File: config.mk
export PLATFORM = sky130hd
export DESIGN_NAME = crop_normalizer
export DESIGN_NICKNAME = d
export VERILOG_FILES = /design/src/rtl/crop_normalizer.sv
export SDC_FILE = /design/constraint.sdc
export NUM_CORES = 1
export LEC_CHECK = 0
export BUFFER_PORTS_ARGS = -buffer_cell sky130_fd_sc_hd__buf_2
export CAP_MARGIN = 20
export CORE_ASPECT_RATIO = 1.75
export CORE_MARGIN = 3
export CORE_UTILIZATION = 62
export CTS_CLUSTER_SIZE = 10
export DETAILED_ROUTE_END_ITERATION = 8
export GPL_TIMING_DRIVEN = 0
export PLACE_DENSITY = 0.79
export SYNTH_ARGS = -nofsm -noshare
export SYNTH_HDL_FRONTEND = slang
export SYNTH_SLANG_ARGS = --single-unit
File: constraint.sdc
create_clock -name clk -period 5.6 [get_ports clk]
set_clock_uncertainty 0.15 [all_clocks]
set_input_delay 0.56 -clock clk [delete_from_list [all_inputs] [get_ports clk]]
set_output_delay 0.56 -clock clk [all_outputs]
set_load 0.03 [all_outputs]
File: src/rtl/crop_normalizer.sv
// crop_normalizer
//
// Sits behind the crop filter's output FIFO. Once armed by ap_start it waits
// for the crop filter to report completion, latches the window maximum, then
// drains the buffered crop one pixel at a time and scales each pixel to
//     q = floor(pix * (2^OUT_BIT_WIDTH - 1) / max)
// using a sequential restoring divider (one quotient bit per cycle). Results
// leave on an AXI-Stream master. Only one pixel is in flight at any time.
//
// Optional build macro:
//   NORM_ROUND_EN - adds floor(max/2) to the numerator, giving
//                   round-to-nearest instead of floor. Saturation is unchanged.
//
// Ports:
//   clk            clock
//   reset          synchronous, active-high reset (aborts any window)
//   ap_start       one-cycle pulse, arms the block for one crop window
//   crop_done      crop filter completion strobe (sampled only while waiting)
//   max_value      window maximum from the crop filter
//   s_axis_*       cropped pixel input (tvalid/tready/tdata)
//   m_axis_*       normalized pixel output (tvalid/tready/tdata/tlast)
//   ap_done        one-cycle pulse after the last output handshake
//   busy           high whenever the block is not idle

`timescale 1ns/1ps
`default_nettype none

module crop_normalizer #(
    parameter int PIXEL_BIT_WIDTH = 10,
    parameter int OUT_BIT_WIDTH   = 8,
    parameter int OUT_ROWS        = 10,
    parameter int OUT_COLS        = 10
) (
    input  logic                       clk,
    input  logic                       reset,
    input  logic                       ap_start,
    input  logic                       crop_done,
    input  logic [PIXEL_BIT_WIDTH-1:0] max_value,
    input  logic                       s_axis_tvalid,
    output logic                       s_axis_tready,
    input  logic [PIXEL_BIT_WIDTH-1:0] s_axis_tdata,
    output logic                       m_axis_tvalid,
    input  logic                       m_axis_tready,
    output logic [OUT_BIT_WIDTH-1:0]   m_axis_tdata,
    output logic                       m_axis_tlast,
    output logic                       ap_done,
    output logic                       busy
);

    localparam int N  = OUT_ROWS * OUT_COLS;
    localparam int D  = PIXEL_BIT_WIDTH + OUT_BIT_WIDTH;
    localparam int CW = $clog2(N + 1);
    localparam int IW = $clog2(D + 1);
    localparam int PW = PIXEL_BIT_WIDTH;

    localparam logic [D-1:0]             QMAX_D    = D'((1 << OUT_BIT_WIDTH) - 1);
    localparam logic [OUT_BIT_WIDTH-1:0] QMAX_O    = '1;
    localparam logic [CW-1:0]            LAST_IDX  = CW'(N - 1);
    localparam logic [IW-1:0]            LAST_ITER = IW'(D - 1);

    typedef enum logic [2:0] {
        ST_IDLE,
        ST_WAIT,
        ST_LATCH,
        ST_ACCEPT,
        ST_DIV,
        ST_ZERO,
        ST_OUT,
        ST_DONE
    } state_t;

    state_t r_state;
    state_t w_state_next;

    logic [PW-1:0]            r_max;
    logic [PW-1:0]            r_pix;
    // Holds the numerator at the start of a division; quotient bits shift in
    // at the LSB as numerator bits shift out at the MSB, so after D steps it
    // holds the full quotient.
    logic [D-1:0]             r_num;
    logic [PW:0]              r_rem;
    logic [IW-1:0]            r_iter;
    logic [OUT_BIT_WIDTH-1:0] r_result;
    logic [CW-1:0]            r_count;

    // ------------------------------------------------------------------
    // Numerator formed at the input handshake
    // ------------------------------------------------------------------
    logic [D-1:0] w_num;
`ifdef NORM_ROUND_EN
    assign w_num = D'(s_axis_tdata) * QMAX_D + D'(r_max >> 1);
`else
    assign w_num = D'(s_axis_tdata) * QMAX_D;
`endif

    // ------------------------------------------------------------------
    // One restoring-division step. The shifted remainder is kept one bit
    // wider than the remainder so the subtraction's sign bit doubles as the
    // "does not fit" indication: the operands are both below 2^(PW+1), so a
    // set top bit of the difference means a borrow occurred.
    // ------------------------------------------------------------------
    logic [PW+1:0] w_shifted;
    logic [PW+1:0] w_diff;
    logic          w_qbit;
    logic [PW:0]   w_rem_next;
    logic [D-1:0]  w_quot_next;
    logic          w_sat;

    assign w_shifted   = {r_rem, r_num[D-1]};
    assign w_diff      = w_shifted - {2'b00, r_max};
    assign w_qbit      = ~w_diff[PW+1];
    assign w_rem_next  = w_qbit ? w_diff[PW:0] : w_shifted[PW:0];
    assign w_quot_next = {r_num[D-2:0], w_qbit};
    assign w_sat       = (w_quot_next > QMAX_D) || (r_pix > r_max);

    // ------------------------------------------------------------------
    // Control FSM
    // ------------------------------------------------------------------
    always_ff @(posedge clk) begin
        if (reset) begin
            r_state <= ST_IDLE;
        end else begin
            r_state <= w_state_next;
        end
    end

    always_comb begin
        w_state_next  = r_state;
        s_axis_tready = 1'b0;
        m_axis_tvalid = 1'b0;
        m_axis_tlast  = 1'b0;
        ap_done       = 1'b0;
        case (r_state)
            ST_IDLE: begin
                if (ap_start) begin
                    w_state_next = ST_WAIT;
                end
            end
            ST_WAIT: begin
                if (crop_done) begin
                    w_state_next = ST_LATCH;
                end
            end
            ST_LATCH: begin
                // Max is sampled one cycle after crop_done so a final crop
                // write landing together with crop_done is included.
                w_state_next = ST_ACCEPT;
            end
            ST_ACCEPT: begin
                s_axis_tready = 1'b1;
                if (s_axis_tvalid) begin
                    w_state_next = (r_max == '0) ? ST_ZERO : ST_DIV;
                end
            end
            ST_DIV: begin
                if (r_iter == LAST_ITER) begin
                    w_state_next = ST_OUT;
                end
            end
            ST_ZERO: begin
                w_state_next = ST_OUT;
            end
            ST_OUT: begin
                m_axis_tvalid = 1'b1;
                m_axis_tlast  = (r_count == LAST_IDX);
                if (m_axis_tready) begin
                    w_state_next = (r_count == LAST_IDX) ? ST_DONE : ST_ACCEPT;
                end
            end
            ST_DONE: begin
                ap_done      = 1'b1;
                w_state_next = ST_IDLE;
            end
            default: begin
                w_state_next = ST_IDLE;
            end
        endcase
    end

    assign busy         = (r_state != ST_IDLE);
    assign m_axis_tdata = r_result;

    // ------------------------------------------------------------------
    // Datapath
    // ------------------------------------------------------------------
    always_ff @(posedge clk) begin
        if (reset) begin
            r_max    <= '0;
            r_pix    <= '0;
            r_num    <= '0;
            r_rem    <= '0;
            r_iter   <= '0;
            r_result <= '0;
            r_count  <= '0;
        end else begin
            case (r_state)
                ST_LATCH: begin
                    r_max <= max_value;
                end
                ST_ACCEPT: begin
                    if (s_axis_tvalid) begin
                        r_pix  <= s_axis_tdata;
                        r_num  <= w_num;
                        r_rem  <= '0;
                        r_iter <= '0;
                    end
                end
                ST_DIV: begin
                    r_num  <= w_quot_next;
                    r_rem  <= w_rem_next;
                    r_iter <= r_iter + 1'b1;
                    if (r_iter == LAST_ITER) begin
                        r_result <= w_sat ? QMAX_O : w_quot_next[OUT_BIT_WIDTH-1:0];
                    end
                end
                ST_ZERO: begin
                    r_result <= '0;
                end
                ST_OUT: begin
                    if (m_axis_tready) begin
                        r_count <= r_count + 1'b1;
                    end
                end
                ST_DONE: begin
                    r_count <= '0;
                end
                default: begin
                end
            endcase
        end
    end

endmodule

`default_nettype wire

==> impl_metrics.toml, run 1 <==
[status]
status = "completed"

[power_and_ir_drop]
power_frac_seq_pct = 21.0
sw_frac_of_total_pct = 42.59
cellLeakagePower_nw = 2.981
pwr-share-clk_pct = 19.2
combinationalPowerShare_pct = 59.8
peakVddDrop_mv = 0.4439
power_density_nw_per_um2 = 422.6
p_switching_mw = 1.146
internal_power_mw = 1.545

[clock_network]
cts-root-buf = "clkbuf_16"
postCtsHoldBufs = 0
clock-sinks = 72
cts_resized = 0
insertion_delay_ns = 0.33
htreeDepth = 3
cts_buffers = 9
post_cts_buffers = 0
cts.clk_slew.worst_paths_ns = 0.05
cts.path.max_buffers = 2
tritoncts = "yes"

[setup_path]
worstPathArrival_ns = 4.83
crit_type = "primary input to flop"
critPathLaunchType = "primary input"
required_ns = 5.70
worstRegToRegCells = 9
cp-end-kind = "flop"
cp_max_fo = 6

[synth]
synth-simple-area-share_pct = 17.41
synth-main-ff-cell = "dfxtp_1"
ys_types = 62
synthArstFlopShare_pct = 0
netlist_top_cells_count = "inv_1, nand2_1, dfxtp_1"
synthXorXnorAreaFrac_pct = 3.498
synth-seq-area-share_pct = 25.03
synth_compound_area_share_pct = 16.73
syn-num-nets = 825
synth_top_family_by_area = "adder cells"
synth_area_leaders = "dfxtp_1, fa_1, ha_1"
ys_seq_elements = 72
yosysTopAreaCell = "dfxtp_1"
yosysWarnings = 0
synth.area.mux_share_pct = 1.912
synth-edff-count = 0
synth_area_um2 = 5758
synth_cells = 697
synthDominantCellAreaShare_pct = 25.03
synth_area_per_cell_um2 = 8.261
synth_most_common_cell = "inv_1"
synth_adder_area_share_pct = 27.38

[placed_design]
gp_congestion = 0.8130
place_hpwl_mm = 11.36
numPortBuffers = 38

[worst_hold_path]
whs_path_depth = 2
min_path_type = "flop to flop"

[grt]
antenna_found_initial = 0
grt_pass1_vias = 5083
gr-total-overflow = 0
gr-usage-all-layers_pct = 27.27
grt_pass1_wl_mm = 22.74
grt_max_degree = 12

[layout]
nets = 874
nFillCells = 721
fin_util_pct = 72.03
antenna_cells = 0
layout-drive-gt1-share_pct = 10.40
area_growth_pct = 10.58

[floorplan]
row_count = 45
dieArea_um2 = 10530
die_x_um = 78.85
core_um2 = 8840
io_pins = 39
fp.dieH_um = 133.5
initial_core_util_pct = 65.14

[routing]
routed_via_density = 5.709
drc = 0
ant_nets = 0
first_pass_iters = 4
drt_iter0_drc = 250
avgRoutedWirePerCell_um = 15.84
routed_wl_mm = 13.73
vias = 4950

[sta]
timing.final.crit_share_pct = 84.47
rsz0062_at_grt = "no"
finalHoldViolations = 0
finalSetupViolations = 0
timing.hold.ws_ns = 0.2820
fin_setup_tns_ns = 0
fmax_ghz = 0.2114
finalCriticalPeriod_ns = 4.730
slew_violations = 0
slew_headroom_pct = 34.57
worstMarginPinSlew_ns = 0.9683

[run]
drv_cap = 0
registers in the layout, summed over array words and instances (netlist names):
signal,cells
r_count,7
r_state,3
r_rem,11
m_axis_tdata,8
r_iter,5
r_max,10
r_pix,10
r_num,18
per-layer routing:
layer  up-vias  share of wire [%]  global-route usage, %
met5         -                  0                      0
met1      2379                 35                  25.79
met3        31                2.1                  2.571
met4         0                3.2                  12.81
li1       2447                  -                      -
met2        93                 59                  55.87
path summary, 6_finish.rpt:
| kind | startpoint | endpoint | slack, ns |
|---|---|---|---|
| max | s_axis_tdata[5] | r_num[16] | 0.87 |
| max reg2reg | r_num[17] | r_rem[8] | 2.84 |
| min | m_axis_tdata[6] | m_axis_tdata[6] | 0.28 |
| min reg2reg | m_axis_tdata[6] | m_axis_tdata[6] | 0.28 |
layout make-up:
type                            count  area, um2  area share, %
Timing Repair Buffer               38      190.2          2.987
Buffer                             24      110.1          1.729
Tap cell                          117      146.4          2.299
Inverter                           94      352.8          5.541
Sequential cell                    72       1441          22.64
Clock buffer                       11      252.7          3.969
Multi-Input combinational cell    507       3854          60.52
Clock inverter                      4      20.02         0.3144
power groups by stage:
stage	Combinational (mW)	Clock, mW	Sequential (mW)
CTS	1.61	0.523	0.563
floorplan	1.29	0	0.566
detailed placement	1.60	0	0.574
global placement	1.55	0	0.572
finish	1.61	0.518	0.564
global route	1.84	0.544	0.566
metrics by stage:
step | instances | total power [mW] | worst slack, ns | instance area, um2
3_5_place_dp | 852 | 2.174 | 0.5486 | 6095
4_1_cts | 867 | 2.697 | 0.8759 | 6367
5_1_grt | 867 | 2.950 | 0.6307 | 6367
6_report | 867 | 2.691 | 0.8697 | 6367
3_3_place_gp | 852 | 2.125 | 0.5914 | 6095
2_1_floorplan | 697 | 1.856 | 1.016 | 5758
critical path: stages:
cell	delay, ns
buf_2	0.15
fa_1	0.61
inv_1	0.08
fa_1	0.53
inv_1	0.05
fa_1	0.52
inv_1	0.05
fa_1	0.53
inv_1	0.04
ha_1	0.37
a21oi_1	0.17
o21ai_0	0.10
a21oi_1	0.21
o21ai_0	0.20
a2111oi_0	0.45
a31oi_1	0.08
o22ai_1	0.13
logic make-up (layout without fill, tap and decap cells):
kind of cell	Yosys count	in the layout
xor+xnor	23	23
compound gates	157	157
buf+inv	118	171
flops	72	72
mux	11	11
fa+ha+maj	102	102
simple gates	214	214
cells in the final DEF (no fill, tap or decap), drive strengths merged, types with 24 or more instances in the layout:
| cell type | n |
|---|---|
| clkbuf | 24 |
| dfxtp | 72 |
| nand2 | 85 |
| nor2 | 63 |
| buf | 49 |
| a21oi | 65 |
| inv | 94 |
| fa | 40 |
| o21ai | 35 |
| ha | 62 |
Note: power is estimated with default switching activity, not from simulation.
==> run 2, diff against run 1 <==
--- a/config.mk
+++ b/config.mk
@@ -9,11 +9,11 @@
 export CAP_MARGIN = 20
 export CORE_ASPECT_RATIO = 1.75
 export CORE_MARGIN = 3
-export CORE_UTILIZATION = 62
+export CORE_UTILIZATION = 56
 export CTS_CLUSTER_SIZE = 10
 export DETAILED_ROUTE_END_ITERATION = 8
 export GPL_TIMING_DRIVEN = 0
-export PLACE_DENSITY = 0.79
+export PLACE_DENSITY = 0.76
 export SYNTH_ARGS = -nofsm -noshare
 export SYNTH_HDL_FRONTEND = slang
 export SYNTH_SLANG_ARGS = --single-unit
==> constraint.sdc (replaced) <==
create_clock -name clk -period 3.9 [get_ports clk]
set_clock_uncertainty 0.15 [all_clocks]
set_input_delay 0.39 -clock clk [delete_from_list [all_inputs] [get_ports clk]]
set_output_delay 0.39 -clock clk [all_outputs]
set_load 0.03 [all_outputs]
==> impl_metrics.toml, run 2 (synthesis results as in run 1) <==
[status]
status = "finished, violations left"
violations = "setup timing"

[floorplan]
die_x_um = 82.65
fp.dieH_um = 140.1
core_um2 = 9970
dieArea_um2 = 11580
initial_core_util_pct = 57.76
io_pins = 39
row_count = 48

[sta]
worstMarginPinSlew_ns = 0.8480
finalWorstSetupSlack_ns = -0.3473
finalCriticalPeriod_ns = 4.247
timing.final.crit_share_pct = 108.9
finalSetupViolations = 6
slew_violations = 0
rsz0062_at_grt = "yes"
slew_headroom_pct = 42.70
fin_setup_tns_ns = -1.157
fmax_ghz = 0.2354
finalHoldViolations = 0

[power_and_ir_drop]
pwr-share-clk_pct = 17.5
internal_power_mw = 2.916
cellLeakagePower_nw = 3.148
peakVddDrop_mv = 0.5602
p_switching_mw = 2.129
combinationalPowerShare_pct = 66.5
power_frac_seq_pct = 16.0
sw_frac_of_total_pct = 42.20
power_density_nw_per_um2 = 727.6

[placed_design]
gp_congestion = 0.8404
dp_slack_ns = -0.8052
numPortBuffers = 38
place_hpwl_mm = 11.38

[setup_path]
crit_start = "s_axis_tdata[4]"
crit_type = "primary input to flop"
required_ns = 4.01
worstRegToRegCells = 9
r2r-end = "r_rem[8]"
rr_startpoint = "r_max[3]"
worstPathArrival_ns = 4.35
critPathLaunchType = "primary input"
cp_max_fo = 4
r2r_setup_slack_ns = 1.28
setup.worst_path.end = "r_num[17]"
cp-end-kind = "flop"

[clock_network]
cts_buffers = 9
insertion_delay_ns = 0.34
cts-root-buf = "clkbuf_16"
tritoncts = "yes"
htreeDepth = 3
cts.path.max_buffers = 2
postCtsHoldBufs = 0
clock-sinks = 72
cts.clk_slew.worst_paths_ns = 0.06

[layout]
largest_registers = "r_num (18), r_rem (11)"
largest_reg_flops = 18
layout_commonest_cell = "nand2_1"
antenna_cells = 0
top_register = "r_num"
nFillCells = 792
layout-drive-gt1-share_pct = 19.77
final_cell_mix = "nand2_1, inv_1, dfxtp_1, nor2_1, a21oi_1"
area_growth_pct = 20.43
nets = 897

[grt]
gr-usage-all-layers_pct = 26.56
grt_pass1_vias = 5271
gr-total-overflow = 0
grt_pass1_wl_mm = 23.80
antenna_found_initial = 0
grt_max_degree = 14

[routing]
drc = 0
first_pass_iters = 5
routed_wl_mm = 14.91
drt_iter0_drc = 224
ant_nets = 0
avgRoutedWirePerCell_um = 16.58
vias = 5131
routed_via_density = 5.707

[worst_hold_path]
min_path_type = "primary input to flop"
hp-start = "max_value[3]"
whs_path_depth = 3

[run]
drv_cap = 0
-- run 2: cell count changes in the layout (fill, tap and decap cells not counted), moves of 6 or more --
| cell | delta |
|---|---|
| buf_4 | +21 |
| inv_1 | -19 |
| ha_1 | -7 |
| fa_2 | +6 |
| inv_2 | +16 |
| ha_4 | +7 |
| buf_2 | -9 |
| fa_1 | -6 |
| buf_6 | +6 |
-- run 2: through the flow --
step	utilization [%]	cell area [um2]	total power, mW	cells	hold slack [ns]
final	69.55	6934	5.045	899	0.1367
after CTS	67.61	6740	4.444	891	0.1369
after detailed placement	62.21	6202	3.359	860	0.2777
after floorplan	-	5856	2.885	697	0.2842
after global routing	69.55	6934	5.413	899	0.1511
after global placement	62.21	6202	3.296	860	0.2732
-- run 2: worst min path at each step --
stage                      end  slack [ns]
2_1_floorplan         r_rem[1]        0.28
3_3_place_gp   m_axis_tdata[7]        0.27
3_5_place_dp   m_axis_tdata[7]        0.28
4_1_cts               r_max[3]        0.14
5_1_grt               r_max[5]        0.15
6_report              r_max[3]        0.14
-- run 2: power groups by stage --
stage / logic [mW] / clock network, mW / registers, mW
finish: 3.35 / 0.883 / 0.808
global route: 3.68 / 0.917 / 0.813
CTS: 2.75 / 0.886 / 0.807
detailed placement: 2.54 / 0 / 0.823
global placement: 2.47 / 0 / 0.821
floorplan: 2.07 / 0 / 0.813
-- run 2: layout make-up --
cell class              count  area [um2]  share of cell area, %
well taps                 125       156.4                  2.256
repair buffers             61       435.4                  6.279
clock inverters             7       96.34                  1.389
flip-flops and latches     72        1441                  20.79
plain buffers              24       110.1                  1.588
inverters                  94       362.8                  5.233
clock buffers               9       225.2                  3.248
multi-input cells         507        4106                  59.22
-- run 2: repair_timing --
item	in CTS	in global routing
pin swaps	20	20
gates resized for setup	33	33
setup buffers	15	8
setup endpoints to repair	10	9
-- run 2: worst max-delay path, stage by stage --
cell and delay (ns):
buf_8 0.08, clkinvlp_4 0.10, buf_6 0.13, fa_2 0.51, fa_1 0.55, inv_2 0.04
fa_1 0.51, inv_2 0.04, fa_1 0.51, inv_2 0.05, ha_4 0.23, a21oi_4 0.18
o21ai_4 0.09, nor3_4 0.18, a21oi_4 0.10, o41a_1 0.40, a221oi_2 0.26
-- run 2: per-layer routing --
metal | vias to the layer above | global-route usage, % | part of all wire, %
li1 | 2494 | - | -
met5 | - | 0 | 0
met4 | 0 | 13.26 | 4.9
met3 | 51 | 3.282 | 2.8
met2 | 116 | 51.73 | 57
met1 | 2470 | 25.61 | 35
